## src/rtl/dma_priority_arbiter_if.sv

```systemverilog
// DREQ/DACK arbiter bus bundle: request pins, CPU hold handshake, transfer-FSM
// service strobes, mask/status register access and readback.
// master = arbiter side, slave = surrounding controller / pins.
interface dma_priority_arbiter_if #(
  parameter int NUM_CH = 4,
  parameter int CH_W   = $clog2(NUM_CH)
);
  logic [NUM_CH-1:0]      dreq;
  logic                   dreqActiveHigh;
  logic                   dackActiveHigh;
  logic                   ctrlEnable;
  logic                   rotatePriority;
  logic                   maskAllWr;
  logic [NUM_CH-1:0]      maskData;
  logic                   maskOneWr;
  logic [CH_W-1:0]        maskOneCh;
  logic                   maskOneVal;
  logic                   hlda;
  logic                   svcDone;
  logic                   svcTc;
  logic                   statusRd;
  logic                   hrq;
  logic [NUM_CH-1:0]      dack;
  logic                   grantValid;
  logic [CH_W-1:0]        grantCh;
  logic [NUM_CH-1:0]      maskReg;
  logic [NUM_CH-1:0]      tcStatus;
  logic [NUM_CH*CH_W-1:0] chPriority;

  modport master (
    input  dreq, dreqActiveHigh, dackActiveHigh, ctrlEnable, rotatePriority,
           maskAllWr, maskData, maskOneWr, maskOneCh, maskOneVal,
           hlda, svcDone, svcTc, statusRd,
    output hrq, dack, grantValid, grantCh, maskReg, tcStatus, chPriority
  );

  modport slave (
    output dreq, dreqActiveHigh, dackActiveHigh, ctrlEnable, rotatePriority,
           maskAllWr, maskData, maskOneWr, maskOneCh, maskOneVal,
           hlda, svcDone, svcTc, statusRd,
    input  hrq, dack, grantValid, grantCh, maskReg, tcStatus, chPriority
  );
endinterface

```

## src/rtl/dma_priority_arbiter.sv

```systemverilog
// DMA DREQ/DACK priority arbiter: N channels, per-channel masks, fixed or
// rotating priority, HRQ/HLDA hold handshake, sticky TC status.
// Optional feature macro: DMA_ARB_AUTOMASK_EN -- a terminal-count service
// completion also masks the served channel.
module dma_priority_arbiter #(
  parameter int NUM_CH = 4,
  parameter int CH_W   = $clog2(NUM_CH)
) (
  input  logic                   CLK,
  input  logic                   RESET,
  dma_priority_arbiter_if.master bus
);

  typedef enum logic [1:0] {
    S_IDLE    = 2'd0,
    S_REQ     = 2'd1,
    S_GRANT   = 2'd2,
    S_RELEASE = 2'd3
  } state_t;

  state_t              state_q, state_d;
  logic [CH_W-1:0]     ptr_q, ptr_d;
  logic [CH_W-1:0]     grantCh_q, grantCh_d;
  logic [NUM_CH-1:0]   maskReg_q, maskReg_d;
  logic [NUM_CH-1:0]   tcStatus_q, tcStatus_d;

  logic [NUM_CH-1:0]   validReq;
  logic                anyValid;
  logic [CH_W-1:0]     winner;
  logic                winnerFound;
  logic [CH_W-1:0]     scanIdx;
  logic                svcEvent;
  logic                tcEvent;
  logic [NUM_CH-1:0]   dackAct;
  logic [NUM_CH*CH_W-1:0] rankVec;

  // Qualify raw requests with polarity, mask and global enable
  always_comb begin
    validReq = '0;
    for (int unsigned i = 0; i < NUM_CH; i++) begin
      validReq[i] = (bus.dreq[i] ~^ bus.dreqActiveHigh) & ~maskReg_q[i] & bus.ctrlEnable;
    end
  end

  assign anyValid = |validReq;

  // Scan channels starting at ptr; the first valid one has the lowest rank
  always_comb begin
    winner      = ptr_q;
    winnerFound = 1'b0;
    scanIdx     = '0;
    for (int unsigned k = 0; k < NUM_CH; k++) begin
      scanIdx = ptr_q + CH_W'(k);
      if (!winnerFound && validReq[scanIdx]) begin
        winner      = scanIdx;
        winnerFound = 1'b1;
      end
    end
  end

  // Service completion only counts while a grant is held
  assign svcEvent = (state_q == S_GRANT) & bus.svcDone;
  assign tcEvent  = svcEvent & bus.svcTc;

  // Next-state logic for the hold/grant handshake
  always_comb begin
    state_d   = state_q;
    grantCh_d = grantCh_q;
    unique case (state_q)
      S_IDLE: begin
        if (anyValid) state_d = S_REQ;
      end
      S_REQ: begin
        // hrq stays up until hlda arrives, even if requests are withdrawn
        if (bus.hlda) begin
          if (anyValid) begin
            state_d   = S_GRANT;
            grantCh_d = winner;
          end else begin
            state_d   = S_RELEASE;
          end
        end
      end
      S_GRANT: begin
        if (bus.svcDone || !bus.hlda) state_d = S_RELEASE;
      end
      S_RELEASE: begin
        state_d = S_IDLE;
      end
      default: state_d = S_IDLE;
    endcase
  end

  // Rotation pointer: pinned to 0 in fixed mode, advances past the served channel
  always_comb begin
    ptr_d = ptr_q;
    if (!bus.rotatePriority) begin
      ptr_d = '0;
    end else if (svcEvent) begin
      ptr_d = grantCh_q + CH_W'(1);
    end
  end

  // Mask register: whole-register write first, single-bit write overrides
  always_comb begin
    maskReg_d = maskReg_q;
    if (bus.maskAllWr) maskReg_d = bus.maskData;
    if (bus.maskOneWr) maskReg_d[bus.maskOneCh] = bus.maskOneVal;
`ifdef DMA_ARB_AUTOMASK_EN
    if (tcEvent) maskReg_d[grantCh_q] = 1'b1;
`endif
  end

  // Sticky TC bits: a status read clears first, a coincident TC still sets
  always_comb begin
    tcStatus_d = tcStatus_q;
    if (bus.statusRd) tcStatus_d = '0;
    if (tcEvent) tcStatus_d[grantCh_q] = 1'b1;
  end

  // State and register update
  always_ff @(posedge CLK or negedge RESET) begin
    if (!RESET) begin
      state_q    <= S_IDLE;
      ptr_q      <= '0;
      grantCh_q  <= '0;
      maskReg_q  <= '1;
      tcStatus_q <= '0;
    end else begin
      state_q    <= state_d;
      ptr_q      <= ptr_d;
      grantCh_q  <= grantCh_d;
      maskReg_q  <= maskReg_d;
      tcStatus_q <= tcStatus_d;
    end
  end

  // Acknowledge decode for the granted channel, plus per-channel rank readback
  always_comb begin
    dackAct = '0;
    rankVec = '0;
    for (int unsigned i = 0; i < NUM_CH; i++) begin
      dackAct[i] = (state_q == S_GRANT) && (grantCh_q == CH_W'(i));
      rankVec[i*CH_W +: CH_W] = CH_W'(i) - ptr_q;
    end
  end

  assign bus.hrq        = (state_q == S_REQ) || (state_q == S_GRANT);
  assign bus.grantValid = (state_q == S_GRANT);
  assign bus.grantCh    = grantCh_q;
  assign bus.dack       = bus.dackActiveHigh ? dackAct : ~dackAct;
  assign bus.maskReg    = maskReg_q;
  assign bus.tcStatus   = tcStatus_q;
  assign bus.chPriority = rankVec;

endmodule

```

## src/flat_wrapper.sv

```systemverilog
// flat-port wrapper written by rule: the top's interface ports become plain ports
module dma_priority_arbiter_flat 
#(
  parameter int NUM_CH = 4,
  parameter int CH_W   = $clog2(NUM_CH)
)
  (CLK, RESET, bus_dreq, bus_dreqActiveHigh, bus_dackActiveHigh, bus_ctrlEnable, bus_rotatePriority, bus_maskAllWr, bus_maskData, bus_maskOneWr, bus_maskOneCh, bus_maskOneVal, bus_hlda, bus_svcDone, bus_svcTc, bus_statusRd, bus_hrq, bus_dack, bus_grantValid, bus_grantCh, bus_maskReg, bus_tcStatus, bus_chPriority);
  dma_priority_arbiter_if #(.NUM_CH(NUM_CH), .CH_W(CH_W)) bus_i ();
  input  logic CLK;
  input  logic RESET;
  input wire logic [$bits(bus_i.dreq)-1:0] bus_dreq;
  input wire logic [$bits(bus_i.dreqActiveHigh)-1:0] bus_dreqActiveHigh;
  input wire logic [$bits(bus_i.dackActiveHigh)-1:0] bus_dackActiveHigh;
  input wire logic [$bits(bus_i.ctrlEnable)-1:0] bus_ctrlEnable;
  input wire logic [$bits(bus_i.rotatePriority)-1:0] bus_rotatePriority;
  input wire logic [$bits(bus_i.maskAllWr)-1:0] bus_maskAllWr;
  input wire logic [$bits(bus_i.maskData)-1:0] bus_maskData;
  input wire logic [$bits(bus_i.maskOneWr)-1:0] bus_maskOneWr;
  input wire logic [$bits(bus_i.maskOneCh)-1:0] bus_maskOneCh;
  input wire logic [$bits(bus_i.maskOneVal)-1:0] bus_maskOneVal;
  input wire logic [$bits(bus_i.hlda)-1:0] bus_hlda;
  input wire logic [$bits(bus_i.svcDone)-1:0] bus_svcDone;
  input wire logic [$bits(bus_i.svcTc)-1:0] bus_svcTc;
  input wire logic [$bits(bus_i.statusRd)-1:0] bus_statusRd;
  output wire logic [$bits(bus_i.hrq)-1:0] bus_hrq;
  output wire logic [$bits(bus_i.dack)-1:0] bus_dack;
  output wire logic [$bits(bus_i.grantValid)-1:0] bus_grantValid;
  output wire logic [$bits(bus_i.grantCh)-1:0] bus_grantCh;
  output wire logic [$bits(bus_i.maskReg)-1:0] bus_maskReg;
  output wire logic [$bits(bus_i.tcStatus)-1:0] bus_tcStatus;
  output wire logic [$bits(bus_i.chPriority)-1:0] bus_chPriority;
  assign bus_i.dreq = bus_dreq;
  assign bus_i.dreqActiveHigh = bus_dreqActiveHigh;
  assign bus_i.dackActiveHigh = bus_dackActiveHigh;
  assign bus_i.ctrlEnable = bus_ctrlEnable;
  assign bus_i.rotatePriority = bus_rotatePriority;
  assign bus_i.maskAllWr = bus_maskAllWr;
  assign bus_i.maskData = bus_maskData;
  assign bus_i.maskOneWr = bus_maskOneWr;
  assign bus_i.maskOneCh = bus_maskOneCh;
  assign bus_i.maskOneVal = bus_maskOneVal;
  assign bus_i.hlda = bus_hlda;
  assign bus_i.svcDone = bus_svcDone;
  assign bus_i.svcTc = bus_svcTc;
  assign bus_i.statusRd = bus_statusRd;
  assign bus_hrq = bus_i.hrq;
  assign bus_dack = bus_i.dack;
  assign bus_grantValid = bus_i.grantValid;
  assign bus_grantCh = bus_i.grantCh;
  assign bus_maskReg = bus_i.maskReg;
  assign bus_tcStatus = bus_i.tcStatus;
  assign bus_chPriority = bus_i.chPriority;
  dma_priority_arbiter #(.NUM_CH(NUM_CH), .CH_W(CH_W)) u_core (.CLK(CLK), .RESET(RESET), .bus(bus_i));
endmodule
```

## config.mk

```make
export PLATFORM = sky130hd
export DESIGN_NAME = dma_priority_arbiter_flat
export DESIGN_NICKNAME = d
export VERILOG_FILES = /design/src/rtl/dma_priority_arbiter_if.sv /design/src/rtl/dma_priority_arbiter.sv /design/src/flat_wrapper.sv
export SDC_FILE = /design/constraint.sdc
export NUM_CORES = 1
export LEC_CHECK = 0
export CORE_MARGIN = 10
export CORE_UTILIZATION = 48
export CTS_BUF_LIST = sky130_fd_sc_hd__clkbuf_8
export CTS_CLUSTER_SIZE = 28
export DETAILED_ROUTE_END_ITERATION = 10
export PLACE_DENSITY = 0.88
export SLEW_MARGIN = 20
export SYNTH_ARGS = -nofsm -noshare
export SYNTH_HDL_FRONTEND = slang
export SYNTH_SLANG_ARGS = --single-unit
```

## constraint.sdc

```tcl
create_clock -name CLK -period 3.15 [get_ports CLK]
set_input_delay 0.63 -clock CLK [delete_from_list [all_inputs] [get_ports CLK]]
set_output_delay 0.63 -clock CLK [all_outputs]
set_load 0.02 [all_outputs]
```

==> metrics.cfg, run 1 <==
[run_status]
outcome = finished, final reports clean

[global_route]
grt_pass1_wl_mm = 4.99
antenna_found_initial = 0
grtUsageTotal_pct = 13.4
grt_overflow_total = 0
grt_max_degree = 15
grt_pass1_vias = 1132

[worst_setup_path]
cp.required_ps = 2520
slowest_delay_ps = 620
path_cells = inv_1, ha_1, nand2_1, xor2_1, clkdlybuf4s50_1
path_buf_inv = 2
cp-end-kind = output port
path_max_fanout = 11
path_class = register to output port
critPathSlowestCell = clkdlybuf4s50_1
cp.arrival_ps = 2090
crit_path_start_kind = register
path_delay_family = buffers and inverters

[clock_tree]
hold_buffers = 0
clock-sinks = 14
cts_tree = done
path_clk_slew_ps = 60
cts-htree-levels = 1
cts_buffer_depth = 2
insertion_delay_ps = 250
cts.repair.resized = 0
numCtsBuffers = 3
cts_setup_buffers = 0
root_buffer = clkbuf_8

[routing]
drt_iter0_drc = 38
drc = 0
wirelength_mm = 3.13
via_per_inst = 5.30
wire_per_inst_um = 15.3
dr.pass1.iters = 4
num_vias = 1082
detail-route-antenna-nets = 0

[worst_hold_path]
hp-class = register to register

[finish]
drive_gt1_share_pct = 7.95
area_delta_synth_final_pct = 44.2
layout.cells.non_filler = 204
diodes = 0
nets = 208

[synthesis]
yosysTopAreaCell = dfrtp_1
synth.area.top_cells = dfrtp_1 22%, dfstp_2 9.1%, ha_1 8.7%
synthCells = 133
synth_fp_nets = 164
synth-main-ff-cell = dfrtp_1
avgSynthCellArea_um2 = 8.65
postSynth.asyncResetShare_pct = 100
synth_edf_count = 0
synth_top_area_share_pct = 21.8
synth-seq-cells = 14
ys_seq_area_share_pct = 30.9
yosys_warnings = 0
synthDistinctLibCells = 39
syn_area_um2 = 1150

[placed_design]
io_buffer_count = 46
dp_cells = 200
hpwl_mm = 2.64
globalplace.congestion = 0.779

[sta]
maxSlewHeadroom_pct = 58.4
fin_crit_sh_pct = 86.4
finalHoldViolCount = 0
finalCriticalPeriod_ps = 2720
rsz0062_at_grt = no
tns_ps = 0
setup_viol = 0
drv_slew = 0
finClkSkew_ps = 1.00
fmax_ghz = 0.367
hold_ws_ps = 521
tightestPinTransition_ps = 622

[run]
maxCapViolCount = 0

[floorplanning]
io_pins = 47
die_width_um = 68.9
die-area_um2 = 4750
die_h_um = 68.9
core_area_um2 = 2250
rows = 17
initial_core_util_pct = 51.0

[power]
irDropWorstVdd_uv = 438
powerDensity_nw_per_um2 = 690
p_leak_uw = 0.000691

power by group:
| part | switching [µW] | internal (µW) | total [µW] |
|---|---|---|---|
| clock network | 66.4 | 111 | 177 |
| registers | 55.6 | 232 | 287 |
| logic | 355 | 325 | 680 |
worst reg2reg max path, delay by kind of cell (launching register included):
family	cells	cell delay (ps)
simple gates	2	240
compound gates	3	540
flops	1	580
mux	1	300
logic make-up after synthesis:
kind of cell / share of synthesized area, %
buf+inv: 8.60
mux: 4.79
fa+ha+maj: 8.71
compound gates: 18.6
simple gates: 19.9
xor+xnor: 8.49
flops: 30.9
final timing paths:
kind / startpoint / to / slack (ps) / cells after the start
max in group asynchronous: RESET / u_core.state_q[1] / 1980 / 1
min: u_core.bus.tcStatus[2] / u_core.bus.tcStatus[2] / 520 / 2
min in group asynchronous: RESET / u_core.bus.tcStatus[2] / 770 / 1
max: u_core.state_q[0] / bus_dack[3] / 430 / 5
min reg2reg: u_core.bus.tcStatus[2] / u_core.bus.tcStatus[2] / 520 / 2
max reg2reg: u_core.bus.maskReg[3] / u_core.state_q[1] / 1390 / 6
cell type report:
type,count,area (µm²)
Inverter,15,56.3
Fill cell,189,597
Sequential cell,14,355
Tap cell,28,35.0
Multi-Input combinational cell,97,696
Timing Repair Buffer,46,460
Clock buffer,4,55.1
Yosys cell counts, types with 4 or more instances:
cell	count
inv_1	15
dfrtp_1	10
nand2b_1	5
nand3b_1	4
mux2i_1	4
nand2_1	16
xor2_1	6
ha_1	8
o21ai_0	7
nor2_1	7
a21oi_1	5
dfstp_2	4
registers in the layout, summed over array words and instances (netlist names):
name                 count
u_core.bus.grantCh       2
u_core.ptr_q             2
u_core.bus.maskReg       4
u_core.state_q           2
u_core.bus.tcStatus      4
per-layer routing:
| layer | global-route usage, % | share of wire (%) | vias up |
|---|---|---|---|
| met5 | 0 | 0 | - |
| met4 | 4.43 | 1.2 | 0 |
| met3 | 5.48 | 13 | 5 |
| met2 | 24.3 | 47 | 50 |
| met1 | 13.7 | 38 | 490 |
| li1 | - | - | 537 |
layout by cell type, fill, tap and decap left out:
cell type / count
clkdlybuf4s50_1: 46
nand2_1: 16
inv_1: 15
dfrtp_1: 10
ha_1: 8
o21ai_0: 7
nor2_1: 7
xor2_1: 6
a21oi_1: 5
nand2b_1: 5
nand3b_1: 4
mux2i_1: 4
clkbuf_8: 4
dfstp_2: 4
o21a_1: 3
nand3_1: 3
o22ai_1: 3
a31oi_1: 3
nor3_1: 2
xnor2_1: 2
a311oi_1: 2
o31ai_1: 2
and3_1: 1
o211ai_1: 1
nor3b_1: 1
o21ai_1: 1
or2_2: 1
a21o_1: 1
xnor2_4: 1
nand3_4: 1
nor3b_2: 1
o221ai_1: 1
o31a_1: 1
or2_1: 1
a32oi_1: 1
a221oi_2: 1
mux2_4: 1
stage by stage:
stage | util, % | power [µW] | instance area (µm²) | setup WS (ps)
floorplan | - | 695 | 1150 | 986
global placement | 71.1 | 941 | 1600 | 539
detailed placement | 71.1 | 976 | 1600 | 464
CTS | 73.5 | 1160 | 1660 | 412
global route | 73.5 | 1220 | 1660 | 302
finish | 73.5 | 1140 | 1660 | 429
Power figures use the tool's default switching activity.
==> inputs of run 2 (changes only) <==
--- a/config.mk
+++ b/config.mk
@@ -5,11 +5,14 @@
 export SDC_FILE = /design/constraint.sdc
 export NUM_CORES = 1
 export LEC_CHECK = 0
+export CAP_MARGIN = 20
 export CORE_MARGIN = 10
 export CORE_UTILIZATION = 48
 export CTS_BUF_LIST = sky130_fd_sc_hd__clkbuf_8
+export CTS_CLUSTER_DIAMETER = 30
 export CTS_CLUSTER_SIZE = 28
 export DETAILED_ROUTE_END_ITERATION = 10
+export HOLD_SLACK_MARGIN = 0.08
 export PLACE_DENSITY = 0.88
 export SLEW_MARGIN = 20
 export SYNTH_ARGS = -nofsm -noshare
==> results of run 2 <==
The final DEF is identical to that of run 1; final timing and power are the same.
